[src/rtl/sdram_pkg.sv]
// Shared SDRAM init definitions: command encodings, FSM states, bus widths.
package sdram_pkg;

    localparam int SDRAM_ADDR_W = 13;
    localparam int SDRAM_BA_W   = 2;

    // {cs_n, ras_n, cas_n, we_n}
    localparam logic [3:0] CMD_NOP       = 4'b0111;
    localparam logic [3:0] CMD_PRECHARGE = 4'b0010;
    localparam logic [3:0] CMD_REFRESH   = 4'b0001;
    localparam logic [3:0] CMD_LOAD_MODE = 4'b0000;

    typedef enum logic [3:0] {
        WAIT_LOCK,
        PWRUP,
        PRECHARGE,
        WAIT_RP,
        REFRESH,
        WAIT_RFC,
        LOAD_MODE,
        WAIT_MRD,
        DONE
    } state_t;

    function automatic int max_int(input int a, input int b);
        return (a > b) ? a : b;
    endfunction

endpackage

[src/rtl/sdram_powerup_seq_lock_filter.sv]
// PLL lock synchronizer plus stability filter: stable rises once the
// synchronized lock has been high for LOCK_STABLE consecutive cycles.
module lock_filter #(
    parameter int LOCK_STABLE = 1024
) (
    input  logic clk,
    input  logic rst,
    input  logic async_in,
    output logic stable
);

    localparam int CNT_W = $clog2(LOCK_STABLE + 1);
    localparam logic [CNT_W-1:0] CNT_MAX = CNT_W'(LOCK_STABLE);

    logic             sync_p0;
    logic             sync_p1;
    logic [CNT_W-1:0] cnt;

    always_ff @(posedge clk) begin
        if (rst) begin
            sync_p0 <= 1'b0;
            sync_p1 <= 1'b0;
            cnt     <= '0;
        end else begin
            sync_p0 <= async_in;
            sync_p1 <= sync_p0;
            // a single low cycle restarts the stability window
            if (!sync_p1)
                cnt <= '0;
            else if (cnt != CNT_MAX)
                cnt <= cnt + 1'b1;
        end
    end

    assign stable = (cnt == CNT_MAX);

endmodule

[src/rtl/sdram_powerup_seq.sv]
// SDRAM power-up sequencer: lock wait, power-up NOP, precharge-all, N refreshes,
// mode load. Define SDRAM_LOCK_WATCH_EN to make lock loss in DONE restart the sequence.
module sdram_powerup_seq
    import sdram_pkg::*;
#(
    parameter int                       CLK_MHZ     = 100,
    parameter int                       PWRUP_US    = 200,
    parameter int                       LOCK_STABLE = 1024,
    parameter int                       T_RP        = 3,
    parameter int                       T_RFC       = 7,
    parameter int                       T_MRD       = 2,
    parameter int                       N_REFRESH   = 2,
    parameter logic [SDRAM_ADDR_W-1:0]  MODE_REG    = 13'h0030
) (
    input  logic                    clk,
    input  logic                    rst,
    input  logic                    pll_locked,
    output logic                    sdram_cke,
    output logic                    sdram_cs_n,
    output logic                    sdram_ras_n,
    output logic                    sdram_cas_n,
    output logic                    sdram_we_n,
    output logic [SDRAM_BA_W-1:0]   sdram_ba,
    output logic [SDRAM_ADDR_W-1:0] sdram_addr,
    output logic                    init_done,
    output logic                    sys_rst
);

    localparam int PWRUP_CYC = CLK_MHZ * PWRUP_US;
    localparam int MAX_DLY   = max_int(max_int(PWRUP_CYC, T_RP), max_int(T_RFC, T_MRD));
    localparam int DLY_W     = (MAX_DLY > 1) ? $clog2(MAX_DLY) : 1;
    localparam int REF_W     = (N_REFRESH > 0) ? $clog2(N_REFRESH + 1) : 1;

    // Wait states exit at T-2: the command cycle and the exit edge account for the rest.
    // T_RP, T_RFC and T_MRD must therefore be at least 2.
    localparam logic [DLY_W-1:0] PWRUP_END = DLY_W'(PWRUP_CYC - 1);
    localparam logic [DLY_W-1:0] RP_END    = DLY_W'(T_RP - 2);
    localparam logic [DLY_W-1:0] RFC_END   = DLY_W'(T_RFC - 2);
    localparam logic [DLY_W-1:0] MRD_END   = DLY_W'(T_MRD - 2);
    localparam logic [DLY_W-1:0] DLY_SAT   = '1;
    localparam logic [REF_W-1:0] REF_LAST  = REF_W'(N_REFRESH);
    localparam logic [SDRAM_ADDR_W-1:0] PRECHARGE_ALL = 13'h0400;

    state_t           state;
    logic [3:0]       cmd;
    logic [DLY_W-1:0] dly;
    logic [DLY_W-1:0] dly_inc;
    logic [REF_W-1:0] ref_cnt;
    logic [REF_W-1:0] ref_inc;
    logic             lock_ok;

    lock_filter #(
        .LOCK_STABLE (LOCK_STABLE)
    ) u_lock_filter (
        .clk      (clk),
        .rst      (rst),
        .async_in (pll_locked),
        .stable   (lock_ok)
    );

    assign dly_inc = (dly == DLY_SAT) ? dly : dly + 1'b1;
    assign ref_inc = (ref_cnt == REF_LAST) ? ref_cnt : ref_cnt + 1'b1;

    assign {sdram_cs_n, sdram_ras_n, sdram_cas_n, sdram_we_n} = cmd;

    always_ff @(posedge clk) begin
        if (rst) begin
            state      <= WAIT_LOCK;
            sdram_cke  <= 1'b0;
            cmd        <= CMD_NOP;
            sdram_ba   <= '0;
            sdram_addr <= '0;
            dly        <= '0;
            ref_cnt    <= '0;
            init_done  <= 1'b0;
            sys_rst    <= 1'b1;
        end else begin
            // command bus idles as NOP with zero address unless a command is issued below
            cmd        <= CMD_NOP;
            sdram_ba   <= '0;
            sdram_addr <= '0;
            if (!lock_ok && state != WAIT_LOCK && state != DONE) begin
                state     <= WAIT_LOCK;
                sdram_cke <= 1'b0;
                dly       <= '0;
                ref_cnt   <= '0;
            end else begin
                case (state)
                    WAIT_LOCK: begin
                        sdram_cke <= 1'b0;
                        dly       <= '0;
                        ref_cnt   <= '0;
                        if (lock_ok) begin
                            state     <= PWRUP;
                            sdram_cke <= 1'b1;
                        end
                    end
                    PWRUP: begin
                        if (dly == PWRUP_END) begin
                            state      <= PRECHARGE;
                            cmd        <= CMD_PRECHARGE;
                            sdram_addr <= PRECHARGE_ALL;
                            dly        <= '0;
                        end else begin
                            dly <= dly_inc;
                        end
                    end
                    PRECHARGE: state <= WAIT_RP;
                    WAIT_RP: begin
                        if (dly == RP_END) begin
                            state <= REFRESH;
                            cmd   <= CMD_REFRESH;
                            dly   <= '0;
                        end else begin
                            dly <= dly_inc;
                        end
                    end
                    REFRESH: begin
                        state   <= WAIT_RFC;
                        ref_cnt <= ref_inc;
                    end
                    WAIT_RFC: begin
                        if (dly == RFC_END) begin
                            dly <= '0;
                            if (ref_cnt == REF_LAST) begin
                                state      <= LOAD_MODE;
                                cmd        <= CMD_LOAD_MODE;
                                sdram_addr <= MODE_REG;
                            end else begin
                                state <= REFRESH;
                                cmd   <= CMD_REFRESH;
                            end
                        end else begin
                            dly <= dly_inc;
                        end
                    end
                    LOAD_MODE: state <= WAIT_MRD;
                    WAIT_MRD: begin
                        if (dly == MRD_END) begin
                            state     <= DONE;
                            init_done <= 1'b1;
                            sys_rst   <= 1'b0;
                            dly       <= '0;
                        end else begin
                            dly <= dly_inc;
                        end
                    end
                    DONE: begin
`ifdef SDRAM_LOCK_WATCH_EN
                        if (!lock_ok) begin
                            state     <= WAIT_LOCK;
                            sdram_cke <= 1'b0;
                            init_done <= 1'b0;
                            sys_rst   <= 1'b1;
                        end
`else
                        state <= DONE;
`endif
                    end
                    default: state <= WAIT_LOCK;
                endcase
            end
        end
    end

endmodule

[config.mk]
export PLATFORM = sky130hd
export DESIGN_NAME = sdram_powerup_seq
export DESIGN_NICKNAME = d
export VERILOG_FILES = /design/src/rtl/sdram_pkg.sv /design/src/rtl/sdram_powerup_seq_lock_filter.sv /design/src/rtl/sdram_powerup_seq.sv
export SDC_FILE = /design/constraint.sdc
export NUM_CORES = 1
export LEC_CHECK = 0
export ABC_AREA = 1
export CAP_MARGIN = 20
export CELL_PAD_IN_SITES_DETAIL_PLACEMENT = 1
export CELL_PAD_IN_SITES_GLOBAL_PLACEMENT = 2
export CORE_MARGIN = 1.5
export CORE_UTILIZATION = 34
export CTS_BUF_LIST = sky130_fd_sc_hd__clkbuf_16
export CTS_CLUSTER_SIZE = 25
export DETAILED_ROUTE_END_ITERATION = 6
export HOLD_SLACK_MARGIN = 0.05
export PLACE_DENSITY = 0.92
export SETUP_SLACK_MARGIN = 0.15
export SLEW_MARGIN = 15
export SYNTH_ARGS = -nofsm -noshare
export SYNTH_HDL_FRONTEND = slang
export SYNTH_SLANG_ARGS = --single-unit
[constraint.sdc]
create_clock -name clk -period 3.1 [get_ports clk]
set_clock_uncertainty 0.15 [all_clocks]
set_input_delay 0.62 -clock clk [delete_from_list [all_inputs] [get_ports clk]]
set_output_delay 0.62 -clock clk [all_outputs]
set_load 0.005 [all_outputs]
==> flow_metrics.tcl <==
set metrics [dict create \
    outcome "finished, final reports clean" \
    ys_ff_latch 42 \
    drv_cap 0 \
    hold_buffers 0 \
    worstSetupPathType "reg2reg" \
    gp_congestion 0.801 \
    crit_required_ns 3.12 \
    die_h_um 88.0 \
    netlist_instances 369 \
    period_needed_ns 2.21 \
    slowest_delay_ns 0.46 \
    netSwitchingFraction 0.204 \
    fin_nets 389 \
    dr.pass1.iters 4 \
    crit_arrival_ns 2.22 \
    layoutNonFillerInstCount 477 \
    crit_path_end_kind "flip-flop" \
    grt_max_degree 15 \
    routedWlPerCell_um 12.7 \
    async_reset_ff_frac 0 \
    fp.coreArea_um2 6910 \
    synth.avg_cell_area_um2 6.66 \
    wirelength_mm 6.05 \
    drtAntennaViolNets 0 \
    met1_usage 0.214 \
    fill_cells 943 \
    clockBufferDepth 2 \
    rsz0062_at_grt "false" \
    hp-class "reg2reg" \
    gr-total-overflow 0 \
    yosys_warnings 0 \
    busiest_layer "met2" \
    rr_worst_depth 8 \
    antenna_found_initial 0 \
    drt_iter0_markers 79 \
    num_vias 2266 \
    post-place-cells 469 \
    crit_fanout 12 \
    cts_resized 0 \
    start_kind "flip-flop" \
    hold_viol 0 \
    met3_usage 0.0245 \
    crit_chain "ha_1 > nand3_2 > nor2_1 > nand2_1 > nand2_2 > nand4_2 > o21ai_1 > nor2_1" \
    clock-root-buffer "clkbuf_16" \
    cts-buffers-inserted 5 \
    cp_common_cell "nor2_1" \
    cts_tree "built" \
    grt_pass1_wl_mm 10.3 \
    worstHoldPathCells 2 \
    drive_gt1_frac 0.0787 \
    dp_hpwl_mm 4.71 \
    ys_seq_area_frac 0.342 \
    p_switching_mw 0.237 \
    grt_util_all_layers 0.172 \
    gr-usage-met2 0.295 \
    die_w_um 88.0 \
    final_util 0.399 \
    clk_pin_slew_ns 0.06 \
    start_util 0.356 \
    portBuffers 11 \
    p_int_mw 0.923 \
    synth_edf_count 0 \
    total_power_mw 1.16 \
    drv_slew 0 \
    ios 25 \
    grt_pass1_vias 2203 \
    cts_sinks 42 \
    netlist_area_um2 2460 \
    setup_tns_ns 0 \
    power_leakage_nw 1.17 \
    seq_power_share 0.467 \
    ir_drop_mv 0.176 \
    via_per_inst 4.75 \
    p_clk_frac 0.517 \
    worstSkewPairLatency_ns 0.29 \
    combPwrFrac 0.016 \
    power_per_cell_area_nw_per_um2 421 \
    crit_slowest_cell "dfxtp_1" \
    area_growth_pct 12.0 \
    synth_ff_type "dfxtp_1" \
    finalCritPeriodShare 0.712 \
    max_freq_ghz 0.453 \
    route.detailed.drc 0 \
    post_synth_num_cell_types 37 \
    htree_levels 2 \
    cts_setup_buffers 0 \
    design_area_um2 2750 \
    die-area_um2 7750 \
    std_cell_rows 30 \
    setup_violations 0 \
    antennaDiodeCount 0 \
    place_area_um2 2590 \
]
==> critical path, delay by kind of cell (launching register included) <==
family | cells | cell delay, ns
adder cells (fa/ha/maj) | 1 | 0.29
AND/OR/NAND/NOR | 6 | 0.86
AO/OA/AOI/OAI | 1 | 0.34
flip-flops | 1 | 0.46
==> cell usage after synthesis, drive strengths merged, types with 2 or more instances <==
cell type  number  area share
nand4           6       0.018
inv            47       0.072
xnor2           2      0.0071
o31ai           3      0.0092
buf            20       0.063
nand2         104        0.16
nand3          21       0.045
ha              6       0.031
nor2           61        0.11
dfxtp          42        0.34
xor2            5       0.018
nor3            6       0.016
clkinv          2      0.0031
o21ai          14       0.032
nor4            2      0.0051
a21oi          19       0.040
==> layout make-up <==
class	instances	area (µm²)	area share
multi-input combinational	270	1330	0.481
sequential	42	841	0.305
inverter	49	184	0.0668
clock buffer	5	125	0.0454
tap	96	120	0.0436
timing repair buffer	12	118	0.0427
clock inverter	3	41.3	0.0150
==> flip-flops by register name, indices dropped and copies added, names as in the netlist <==
register / flops
state: 4
u_lock_filter.cnt: 11
cmd: 3
sys_rst: 1
u_lock_filter.sync_p1: 1
init_done: 1
u_lock_filter.sync_p0: 1
ref_cnt: 2
dly: 15
sdram_cke: 1
sdram_addr: 2
==> cell families after synthesis <==
| group | Yosys count | share of synthesized area |
|---|---|---|
| buffers and inverters | 69 | 0.137 |
| and+or+nand+nor | 204 | 0.370 |
| DFF | 42 | 0.342 |
| xor gates and xnor gates | 7 | 0.0249 |
| other | 1 | 0.00153 |
| adders and majority gates | 6 | 0.0305 |
| AOI/OAI and AO/OA | 40 | 0.0931 |
==> layer usage <==
| layer | routed length, µm | share of wire |
|---|---|---|
| met1 | 2820 | 0.47 |
| met2 | 3000 | 0.50 |
| met3 | 120 | 0.020 |
| met4 | 107 | 0.018 |
| met5 | 0 | 0 |
==> cell usage in the layout (no fill, tap or decap), types with 6 or more instances in the layout <==
cell	Yosys	final
a21oi_1	18	18
nand3_1	20	20
conb_1	1	13
dfxtp_1	42	42
ha_1	6	6
clkdlybuf4s50_1	0	11
nor2_1	54	54
o21ai_0	10	10
nand2_1	99	99
inv_1	46	47
==> final timing paths <==
kind / slack [ns] / to / from
min reg2reg: 0.25 / u_lock_filter.sync_p1 / u_lock_filter.sync_p0
min: 0.25 / u_lock_filter.sync_p1 / u_lock_filter.sync_p0
max reg2reg: 0.89 / dly[0] / dly[0]
max: 0.89 / dly[0] / dly[0]
==> power by group through the flow <==
stage	logic [mW]	clock network [mW]	registers, mW
3_5_place_dp	0.0185	0	0.554
6_report	0.0185	0.600	0.542
4_1_cts	0.0185	0.619	0.542
5_1_grt	0.0217	0.642	0.541
3_3_place_gp	0.0185	0	0.554
2_1_floorplan	0.0233	0	0.554
==> through the flow <==
| step | hold WS [ns] | setup WS, ns |
|---|---|---|
| after floorplan | 0.238 | 1.36 |
| after global placement | 0.252 | 0.940 |
| after detailed placement | 0.250 | 0.888 |
| after CTS | 0.258 | 0.877 |
| after global routing | 0.267 | 0.695 |
| final | 0.254 | 0.894 |
Power figures use the tool's default switching activity.
